`config.mk`:
```
export PLATFORM = sky130hd
export DESIGN_NAME = lsu_byte_sequencer
export DESIGN_NICKNAME = d
export VERILOG_FILES = /design/src/rtl/lsu_byte_sequencer.sv
export SDC_FILE = /design/constraint.sdc
export NUM_CORES = 1
export LEC_CHECK = 0
export ABC_CLOCK_PERIOD_IN_PS = 3030
export CORE_MARGIN = 5
export CORE_UTILIZATION = 47
export DETAILED_ROUTE_END_ITERATION = 8
export PLACE_DENSITY_LB_ADDON = 0.15
export SYNTH_ARGS = -nofsm -noshare
export SYNTH_HDL_FRONTEND = slang
export SYNTH_SLANG_ARGS = --single-unit
```
`constraint.sdc`:
```
create_clock -name CLK -period 3.03 [get_ports CLK]
set_input_delay 0.4545 -clock CLK [delete_from_list [all_inputs] [get_ports CLK]]
set_output_delay 0.4545 -clock CLK [all_outputs]
set_load 0.02 [all_outputs]
```
`src/rtl/lsu_byte_sequencer.sv`:
```
// Load/store byte sequencer: turns one byte/halfword/word request into 1, 2 or 4
// sequential byte accesses on a byte-wide synchronous memory. Loads are
// reassembled little-endian and zero/sign-extended; stores are split into bytes.
module lsu_byte_sequencer #(
  parameter int ADDR_W = 32
) (
  input  logic              CLK,
  input  logic              Reset,
  input  logic              req_valid,
  output logic              req_ready,
  input  logic              req_write,
  input  logic [1:0]        req_width,
  input  logic              req_sign,
  input  logic [ADDR_W-1:0] req_addr,
  input  logic [31:0]       req_wdata,
  output logic              resp_valid,
  output logic [31:0]       resp_rdata,
  output logic              mem_en,
  output logic              mem_we,
  output logic [ADDR_W-1:0] mem_addr,
  output logic [7:0]        mem_wdata,
  input  logic [7:0]        mem_rdata
);

  typedef enum logic [1:0] {IDLE, ISSUE, DRAIN, RESP} stateE;

  stateE             state, stateNext;
  logic [1:0]        byteIdx;      // index of the byte strobed this cycle
  logic [1:0]        lastIdx;      // N-1 for the latched width
  logic [1:0]        nextIdx;
  logic [1:0]        captIdx;      // index of the byte present on mem_rdata
  logic              isWrite;
  logic              isSigned;
  logic [ADDR_W-1:0] baseAddr;
  logic [31:0]       storeData;
  logic [31:0]       assembly;     // load bytes gathered so far
  logic [31:0]       merged;       // assembly with the byte on mem_rdata inserted
  logic [31:0]       extended;
  logic              lastByte;

  assign lastByte = (byteIdx == lastIdx);
  assign nextIdx  = byteIdx + 2'd1;

  // State register.
  always_ff @(posedge CLK) begin
    // NOTE: sequential state uses non-blocking assignments so every register
    // samples pre-edge values regardless of block ordering.
    if (!Reset) state <= IDLE;
    else        state <= stateNext;
  end

  // Next-state decode and handshake outputs.
  always_comb begin
    // NOTE: every output gets a default before the case so no path leaves it
    // unassigned, which would otherwise infer a latch.
    stateNext  = state;
    req_ready  = 1'b0;
    resp_valid = 1'b0;
    case (state)
      IDLE: begin
        req_ready = 1'b1;
        if (req_valid) stateNext = ISSUE;
      end
      ISSUE: if (lastByte) stateNext = isWrite ? RESP : DRAIN;
      DRAIN: stateNext = RESP;
      RESP: begin
        resp_valid = 1'b1;
        stateNext  = IDLE;
      end
      default: stateNext = IDLE;
    endcase
  end

  // Insert the byte returned for the previous strobe, then apply extension.
  always_comb begin
    captIdx = (state == DRAIN) ? lastIdx : byteIdx - 2'd1;
    merged  = assembly;
    merged[{captIdx, 3'b000} +: 8] = mem_rdata;
    case (lastIdx)
      2'd0:    extended = {{24{isSigned & merged[7]}},  merged[7:0]};
      2'd1:    extended = {{16{isSigned & merged[15]}}, merged[15:0]};
      default: extended = merged;
    endcase
  end

  // Request latch, byte sequencing, load assembly and registered memory port.
  always_ff @(posedge CLK) begin
    if (!Reset) begin
      byteIdx    <= '0;
      lastIdx    <= '0;
      isWrite    <= 1'b0;
      isSigned   <= 1'b0;
      baseAddr   <= '0;
      storeData  <= '0;
      assembly   <= '0;
      resp_rdata <= '0;
      mem_en     <= 1'b0;
      mem_we     <= 1'b0;
      mem_addr   <= '0;
      mem_wdata  <= '0;
    end else begin
      case (state)
        IDLE: begin
          if (req_valid) begin
            isWrite   <= req_write;
            isSigned  <= req_sign;
            baseAddr  <= req_addr;
            storeData <= req_wdata;
            byteIdx   <= 2'd0;
            assembly  <= '0;
            case (req_width)
              2'b00:   lastIdx <= 2'd0;
              2'b01:   lastIdx <= 2'd1;
              default: lastIdx <= 2'd3;
            endcase
            mem_en    <= 1'b1;
            mem_we    <= req_write;
            mem_addr  <= req_addr;
            mem_wdata <= req_wdata[7:0];
          end
        end
        ISSUE: begin
          // Byte k-1 is on mem_rdata while byte k is being strobed.
          if (!isWrite && byteIdx != 2'd0) assembly <= merged;
          if (lastByte) begin
            mem_en <= 1'b0;
            mem_we <= 1'b0;
          end else begin
            byteIdx   <= nextIdx;
            mem_addr  <= baseAddr + ADDR_W'(nextIdx);
            mem_wdata <= storeData[{nextIdx, 3'b000} +: 8];
          end
        end
        DRAIN: begin
          assembly   <= merged;
          resp_rdata <= extended;
        end
        default: ;
      endcase
    end
  end

endmodule
```
# Word level (Yosys, flattened, before mapping)
# Cells that the tools add are included.
# Widths: inputs -> output; s select.
[word_totals]
register_bits = 178
latchBits = 0
ramBits = 0
romBits = 0
inputBits = 79
output_inout_bits = 76
word_cells = 72
n_memories = 0
[op_classes]
addsub = 4
n_mul = 0
div_mod_pow = 0
order_cmp = 0
n_eq_ne = 10
n_shift = 3
n_mux = 27
n_bitwise = 2
n_reduce_logical = 13
[ops]
columns = ["operator", "n"]
rows = [
  ["$mux 32", 4],
  ["$pmux 32 s2", 2],
  ["$pmux 32 s3", 1],
  ["$add 32x2->32", 1],
  ["$bwmux 32", 1],
  ["$shift 8x7->32 const A", 1],
  ["$shiftx 32x6->8", 1],
  ["$shiftx 8x7->32", 1],
  ["$mux 8", 2],
  ["$pmux 8 s2", 1],
  ["$mux 2", 5],
  ["$reduce_and 3->1", 3],
  ["$ne 2x2->1 const B", 4],
  ["$pmux 2 s2", 2],
  ["$pmux 2 s4", 1],
  ["$neg 5->7", 1],
  ["$eq 2x1->1 const B", 3],
  ["$logic_not 2->1", 3],
  ["$mux 1", 6],
  ["$eq 2x2->1 const B", 2],
  ["$pmux 1 s2", 2],
  ["$reduce_and 2->1", 2],
  ["$reduce_bool 2->1", 2],
  ["$reduce_bool 3->1", 1],
  ["other kinds (6)", 7],
]

# Depth between registers and ports, before layout
# Gate-level depths: netlist of the first run.
[logic_depth]
ltp_word = 7
ltp_mapped = 13
depth_no_buf = 11

# Worst setup path before layout of the first run
# OpenSTA, ideal clock, no wires.
[synth_path]
kind = "flip-flop to flip-flop"
from = "register byteIdx[0]"
to = "register resp_rdata[16]"
arrival_ns = 3.018
slack_ns = -0.046
stages_incl_launch_ff = 14
path_buffers = 2
synth_period_minus_slack_ns = 3.076
cell_sequence = "dfxtp_1 buf_2 inv_1 ha_1 nor2b_1 nor2_1 inv_1 ha_1 nand3b_1 or4_1 a211o_1 o211ai_2 buf_6 o221a_2"
[synth_between]
elab_chain_cells = 7
[synth_rtl]
columns = ["element", "line_no", "rtl"]
rows = [
  ["start: declaration", "28", "logic [1:0] byteIdx;"],
  ["start signal: assignment", "129", "byteIdx <= nextIdx;"],
  ["$sub 2x1->2 *", "76", "captIdx = (state == DRAIN) ? lastIdx : byteIdx - 2'd1;"],
  ["$mux 2 *", "76", ""],
  ["$neg 5->7 *", "78", "merged[{captIdx, 3'b000} +: 8] = mem_rdata;"],
  ["$shiftx 8x7->32 or $shift 8x7->32 (tied branches)", "78", ""],
  ["$bwmux 32 *", "78", ""],
  ["$and 1x1->1 (on tied branches)", "81, 80", ""],
  ["$pmux 32 s2 *", "79", "case (lastIdx)"],
  ["end signal: assignment", "136", "resp_rdata <= extended;"],
  ["end: declaration", "17", "output logic [31:0] resp_rdata,"],
]
# Mark *: on every way between the ends. The rest lies on a longest branch, timed or not.
# A chain may end at the register's enable or synchronous reset.

# Final worst setup path of the first run
[layout_path]
from = "register state[0]"
to = "register resp_rdata[29]"
[layout_between]
elab_chain_cells = 7
[layout_rtl]
columns = ["element", "line_no", "rtl"]
rows = [
  ["start: declaration", "27", "stateE state, stateNext;"],
  ["start signal: assignment", "49", "else state <= stateNext;"],
  ["$eq 2x2->1 *", "76, 102", ""],
  ["$mux 2", "76", ""],
  ["$neg 5->7", "78", ""],
  ["$shiftx 8x7->32 or $shift 8x7->32 (tied branches)", "78", ""],
  ["$bwmux 32", "78", ""],
  ["$and 1x1->1 (on tied branches)", "81, 80", ""],
  ["$pmux 32 s2", "79", ""],
]
# Marks and branches as above.

==> reports/qor.yml, run 1 <==
status:
  outcome: "complete, no violations"
routing:
  wire_per_inst_microns: 17.2
  vias: 7303
  drc: 0
  totalWireLength_microns: 22300
  first_iter_violations: 495
  dr.pass1.iters: 5
  ant_nets: 0
  vias_per_cell: 5.63
synth:
  synth-async-reset-ratio_pct: 0
  synth-edff-count: 0
  yosysWarnings: 0
  ys.flop_type: "dfxtp_1"
  netlist.area_leader.share_pct: 44.1
  ys_types: 59
  synth_area_sq_mm: 0.00807
  netlist_top_cells_area: "dfxtp_1 44%, nand2_1 7.5%, a21oi_1 5.9%, o221a_2 3.3%, nor2_1 3.1%"
  ys_ff_latch: 178
  ys_seq_area_share_pct: 44.1
  syn_inst: 923
  yosysTopAreaCell: "dfxtp_1"
  syn_avg_cell_area_sq_um: 8.75
  synth_fp_nets: 1014
power_and_ir_drop:
  power_frac_clock_pct: 21.5
  p_int_mw: 6.13
  p_leak_nw: 3.82
  power_density_mw_per_mm2: 941
  power_frac_seq_pct: 33.7
  power.total_mw: 9.93
  ir_worst_vdd_mv: 0.534
  sw_frac_of_total_pct: 38.3
  power_frac_comb_pct: 44.8
  p_sw_mw: 3.80
setup_path:
  reg2reg_depth: 9
  cp_max_fo: 8
  start_kind: "flop"
  crit_type: "reg -> reg"
  required_ns: 3.40
  endpoint_kind: "flop"
  critPathArrivalTime_ns: 3.27
global_route:
  first_global_vias: 6828
  grt_max_degree: 79
  antenna_found_initial: 0
  grt_usage_pct: 21.9
  grt_pass1_wl_microns: 35600
  globalRouteOverflowTotal: 0
clocking:
  cts_buffers: 17
  clkSinkCount: 178
  cts_buffer_depth: 2
  clk_pin_slew_ns: 0.06
  cts_root_buf: "clkbuf_16"
  clk_latency_ns: 0.43
  h-tree-depth: 4
  post_cts_buffers: 0
  cts_tree: "done"
placement:
  hpwl_microns: 15000
  io_buffers: 154
  gp_congestion: 0.854
  placed_area_sq_mm: 0.00993
hold_path:
  worstHoldPathType: "reg -> reg"
  min_path_cells: 2
floorplanning:
  coreArea_sq_mm: 0.0171
  die_y_microns: 141
  die_area_sq_mm: 0.0199
  ioPinCount: 155
  die_w_microns: 141
  fp-row-count: 48
  initial_core_util_pct: 47.3
sta:
  hold_violations: 0
  worstMarginPinSlew_ns: 0.979
  slew_headroom_pct: 34.5
  fin_crit_sh_pct: 95.5
  rsz0062_at_grt: "false"
  setup_viol: 0
  post-route-min-period_ns: 2.89
  fin_skew_ns: 0.0100
  fmax_ghz: 0.346
  hold-worst-slack_ns: 0.452
  slew_viol_final: 0
final_layout:
  multi_input_area_sq_mm: 0.00428
  fin_area_sq_mm: 0.0105
  n_antenna_cell: 0
  drive_gt1_share_pct: 11.6
  fillers: 1508
  nets: 1155
  areaGrowthSynthToFinish_pct: 30.7
  fin_util_pct: 61.8
  seq_area_sq_mm: 0.00356
run:
  maxCapViolCount: 0
placed cells by master, fill, tap and decap left out, drive strengths merged, types with 19 or more instances in the layout:
cell type / Yosys / layout
buf: 13 / 36
nand2: 161 / 161
clkbuf: 55 / 22
a22o: 22 / 22
a211oi: 21 / 21
dfxtp: 178 / 178
nand3: 31 / 31
nor2: 66 / 66
mux2i: 22 / 22
o221a: 24 / 24
clkdlybuf4s50: 0 / 153
a21oi: 95 / 95
xor2: 19 / 19
power groups by stage:
| stage | clock (mW) | sequential [mW] | combinational [mW] |
|---|---|---|---|
| final | 2.14 | 3.34 | 4.45 |
| after global routing | 2.26 | 3.42 | 4.83 |
| after CTS | 2.17 | 3.34 | 4.44 |
| after detailed placement | 0 | 3.39 | 4.41 |
| after global placement | 0 | 3.37 | 4.38 |
| after floorplan | 0 | 3.76 | 2.33 |
worst paths after layout:
path	start	end	slack (ns)
worst max register to register	state[0]	resp_rdata[29]	0.14
worst min register to register	storeData[18]	storeData[18]	0.45
worst max-delay path	state[0]	resp_rdata[29]	0.14
worst min-delay path	storeData[18]	storeData[18]	0.45
critical path, stage by stage (launching register included):
cell and delay, ns:
dfxtp_1 0.34, inv_1 0.10, ha_2 0.23, nor2b_4 0.16, or2_2 0.33, ha_1 0.31
or4_4 0.56, a211o_4 0.38, o211ai_4 0.16, o221a_2 0.26
registers in the layout (all words and copies together) (netlist names), 2 cells and up:
name        flops
assembly       32
baseAddr       32
state           2
mem_wdata       8
mem_addr       32
lastIdx         2
resp_rdata     32
storeData      32
byteIdx         2
metrics by stage:
step	setup WS, ns	cells	setup TNS [ns]
3_3_place_gp	0.0645	1269	0
4_1_cts	0.0292	1297	0
3_5_place_dp	-0.0131	1269	-0.0309
2_1_floorplan	0.0114	923	0
6_report	0.136	1298	0
5_1_grt	0.0223	1298	0
layer usage:
metal | up-vias | share of wire (%) | track usage [%]
li1 | 3591 | - | -
met1 | 3440 | 46 | 30.8
met2 | 242 | 46 | 33.6
met3 | 30 | 6.1 | 4.88
met4 | 0 | 1.9 | 6.83
met5 | - | 0 | 0
what timing repair did:
| item | CTS | global route |
|---|---|---|
| hold endpoints to repair | 0 | 0 |
| hold buffers | 0 | 0 |
| endpoints found under the setup margin | 16 | 22 |
| pin swaps | 0 | 0 |
| gates resized for setup | 1 | 7 |
| cloned | 0 | 1 |
layout make-up:
type	instances	area share [%]
clock inverter	6	0.783
timing repair buffer	189	17.3
clock buffer	22	4.50
multi-input combinational	667	40.6
inverter	11	0.415
tap	225	2.67
sequential	178	33.8
kinds of logic after synthesis:
kind of cell | share of synthesized area, %
buf+inv | 3.97
flops | 44.1
simple gates | 19.4
xor+xnor | 3.15
mux | 4.96
fa+ha+maj | 1.95
compound gates | 22.5
cell usage after synthesis (11+ instances only):
cell	instances
dfxtp_1	178
nand2_1	161
a21oi_1	95
nor2_1	66
clkbuf_1	55
nand3_1	31
o221a_2	24
a22o_1	22
mux2i_1	22
a211oi_1	21
xor2_1	19
a2bb2oi_1	17
nor2b_1	13
a22oi_1	12
nand4_1	12
o22ai_1	12
ha_1	11
o21ai_0	11
(Power assumes the default switching activity.)
==> run 2, diff against run 1 <==
CAP_MARGIN = 20   (was not set)
TNS_END_PERCENT = 100   (was not set)
==> results of run 2 <==
Same layout as run 1: the final DEF is identical, and so are final timing and power.
==> run 3, diff against run 2 <==
PLACE_DENSITY = 0.78   (was not set)
PLACE_DENSITY_LB_ADDON = not set   (was 0.15)
==> reports/qor.yml, run 3 (synthesized netlist as in run 1, its figures left out) <==
status:
  outcome: "complete, no violations"  # unchanged
sta:
  setup_viol: 0  # unchanged
  fin_skew_ns: 0.0135  # was 0.0100 ns
  slew_headroom_pct: 34.1  # was 34.5%
  fmax_ghz: 0.341  # was 0.346 GHz
  hold-worst-slack_ns: 0.454  # was 0.452 ns
  hold_violations: 0  # unchanged
  rsz0062_at_grt: "false"  # unchanged
  setup_slack_ns: 0.102  # was 0.136 ns
  slew_viol_final: 0  # unchanged
  worstMarginPinSlew_ns: 0.989  # was 0.979 ns
  post-route-min-period_ns: 2.93  # was 2.89 ns
  fin_crit_sh_pct: 96.6  # was 95.5%
routing:
  dr.pass1.iters: 5  # unchanged
  totalWireLength_microns: 21800  # was 22300 microns
  ant_nets: 0  # unchanged
  first_iter_violations: 471  # was 495
  drc: 0  # unchanged
  vias_per_cell: 5.63  # about the same
  wire_per_inst_microns: 16.8  # was 17.2 microns
  vias: 7297  # was 7303
global_route:
  grt_pass1_wl_microns: 35100  # was 35600 microns
  grt_max_degree: 88  # was 79
  grt_usage_pct: 21.4  # was 21.9%
  globalRouteOverflowTotal: 0  # unchanged
  antenna_found_initial: 0  # unchanged
  first_global_vias: 7027  # was 6828
power_and_ir_drop:
  sw_frac_of_total_pct: 38.5  # was 38.3%
  p_int_mw: 6.05  # was 6.13 mW
  power_density_mw_per_mm2: 938  # was 941 mW/mm^2
  p_sw_mw: 3.79  # was 3.80 mW
  power.total_mw: 9.84  # was 9.93 mW
  power_frac_comb_pct: 44.7  # was 44.8%
  p_leak_nw: 3.79  # was 3.82 nW
  ir_worst_vdd_mv: 0.481  # was 0.534 mV
  power_frac_seq_pct: 34.1  # was 33.7%
  power_frac_clock_pct: 21.3  # was 21.5%
clocking:
  h-tree-depth: 4  # unchanged
  clk_latency_ns: 0.42  # was 0.43 ns
  clkSinkCount: 178  # unchanged
  clk_pin_slew_ns: 0.07  # was 0.06 ns
  post_cts_buffers: 0  # unchanged
  cts_buffer_depth: 2  # unchanged
  cts_buffers: 17  # unchanged
  cts_root_buf: "clkbuf_16"  # unchanged
  cts_tree: "done"  # unchanged
hold_path:
  worstHoldPathType: "reg -> reg"  # unchanged
floorplanning:
  ioPinCount: 155  # unchanged
  initial_core_util_pct: 47.3  # unchanged
  fp-row-count: 48  # unchanged
  coreArea_sq_mm: 0.0171  # unchanged
  die_area_sq_mm: 0.0199  # unchanged
  die_y_microns: 141  # unchanged
  die_w_microns: 141  # unchanged
setup_path:
  crit_type: "reg -> reg"  # unchanged
  required_ns: 3.39  # was 3.40 ns
  critPathArrivalTime_ns: 3.29  # was 3.27 ns
  cp_max_fo: 8  # unchanged
  start_kind: "flop"  # unchanged
  endpoint_kind: "flop"  # unchanged
placement:
  gp_congestion: 0.839  # was 0.854
  io_buffers: 154  # unchanged
  hpwl_microns: 14800  # was 15000 microns
  dp_slack_ns: -0.0219  # was -0.0131 ns
run:
  maxCapViolCount: 0  # unchanged
final_layout:
  areaGrowthSynthToFinish_pct: 29.9  # was 30.7%
  n_antenna_cell: 0  # unchanged
  nets: 1150  # was 1155
  mostFrequentLayoutCells: "178 x dfxtp_1, 160 x nand2_1, 153 x clkdlybuf4s50_1, 95 x a21oi_1, 66 x nor2_1"  # unchanged
  layout_commonest_cell: "dfxtp_1"  # unchanged
  drive_gt1_share_pct: 11.2  # was 11.6%
  fillers: 1504  # was 1508
==> run 3: changes by cell type in the layout (fill, tap and decap cells not counted), sizes merged <==
cell / before / now
clkinv: 3 / 7
clkbuf: 22 / 20
buf: 36 / 31
==> run 3: final cells by class <==
cell class | count | area [sq um] | share of cell area (%)
multi-input combinational | 667 | 4280 | 40.8
timing repair buffer | 184 | 1770 | 16.9
tap | 225 | 282 | 2.68
inverter | 11 | 42.5 | 0.406
clock buffer | 20 | 437 | 4.16
clock inverter | 10 | 113 | 1.07
sequential | 178 | 3560 | 34.0
==> run 3: what timing repair did <==
item | 4_1_cts | 5_1_grt
endpoints found under the setup margin | 16 | 24
gates resized for setup | 1 | 7
hold buffers | 0 | 0
gates cloned | 0 | 1
==> run 3: per-layer routing <==
layer	vias up	GRT usage (%)	share of wire, %
met5	-	0	0
met4	0	7.45	2.7
met3	47	5.33	6.3
met2	245	34.3	47
met1	3420	28.1	44
li1	3585	-	-
==> run 3: worst max-delay path: stages, from the launching register on <==
cell and delay (ns):
dfxtp_1 0.36, inv_1 0.11, ha_2 0.23, nor2b_4 0.16, or2_2 0.34, ha_1 0.30, or4_4 0.56, a211o_4 0.38
o211ai_4 0.16, o221a_2 0.25
==> run 3: worst paths after layout <==
path | startpoint | to | slack, ns | cells past startpoint
hold reg to reg | storeData[20] | storeData[20] | 0.45 | 2
hold / removal | storeData[20] | storeData[20] | 0.45 | 2
setup reg to reg | state[0] | resp_rdata[28] | 0.10 | 9
setup / recovery | state[0] | resp_rdata[28] | 0.10 | 9
==> run 3: stage by stage <==
stage	utilization (%)	setup TNS (ns)	instances	area, sq um
finish	61.5	0	1295	10500
global route	61.5	0	1295	10500
CTS	61.2	0	1294	10400
detailed placement	57.9	-0.216	1264	9880
global placement	57.9	0	1264	9880
floorplan	-	0	923	8080
==> run 3: power by group through the flow <==
stage               logic, mW  registers, mW  clock network (mW)
floorplan                2.33           3.76                   0
global placement         4.28           3.38                   0
detailed placement       4.34           3.39                   0
CTS                      4.36           3.35                2.14
global route             4.75           3.43                2.22
finish                   4.39           3.35                2.09
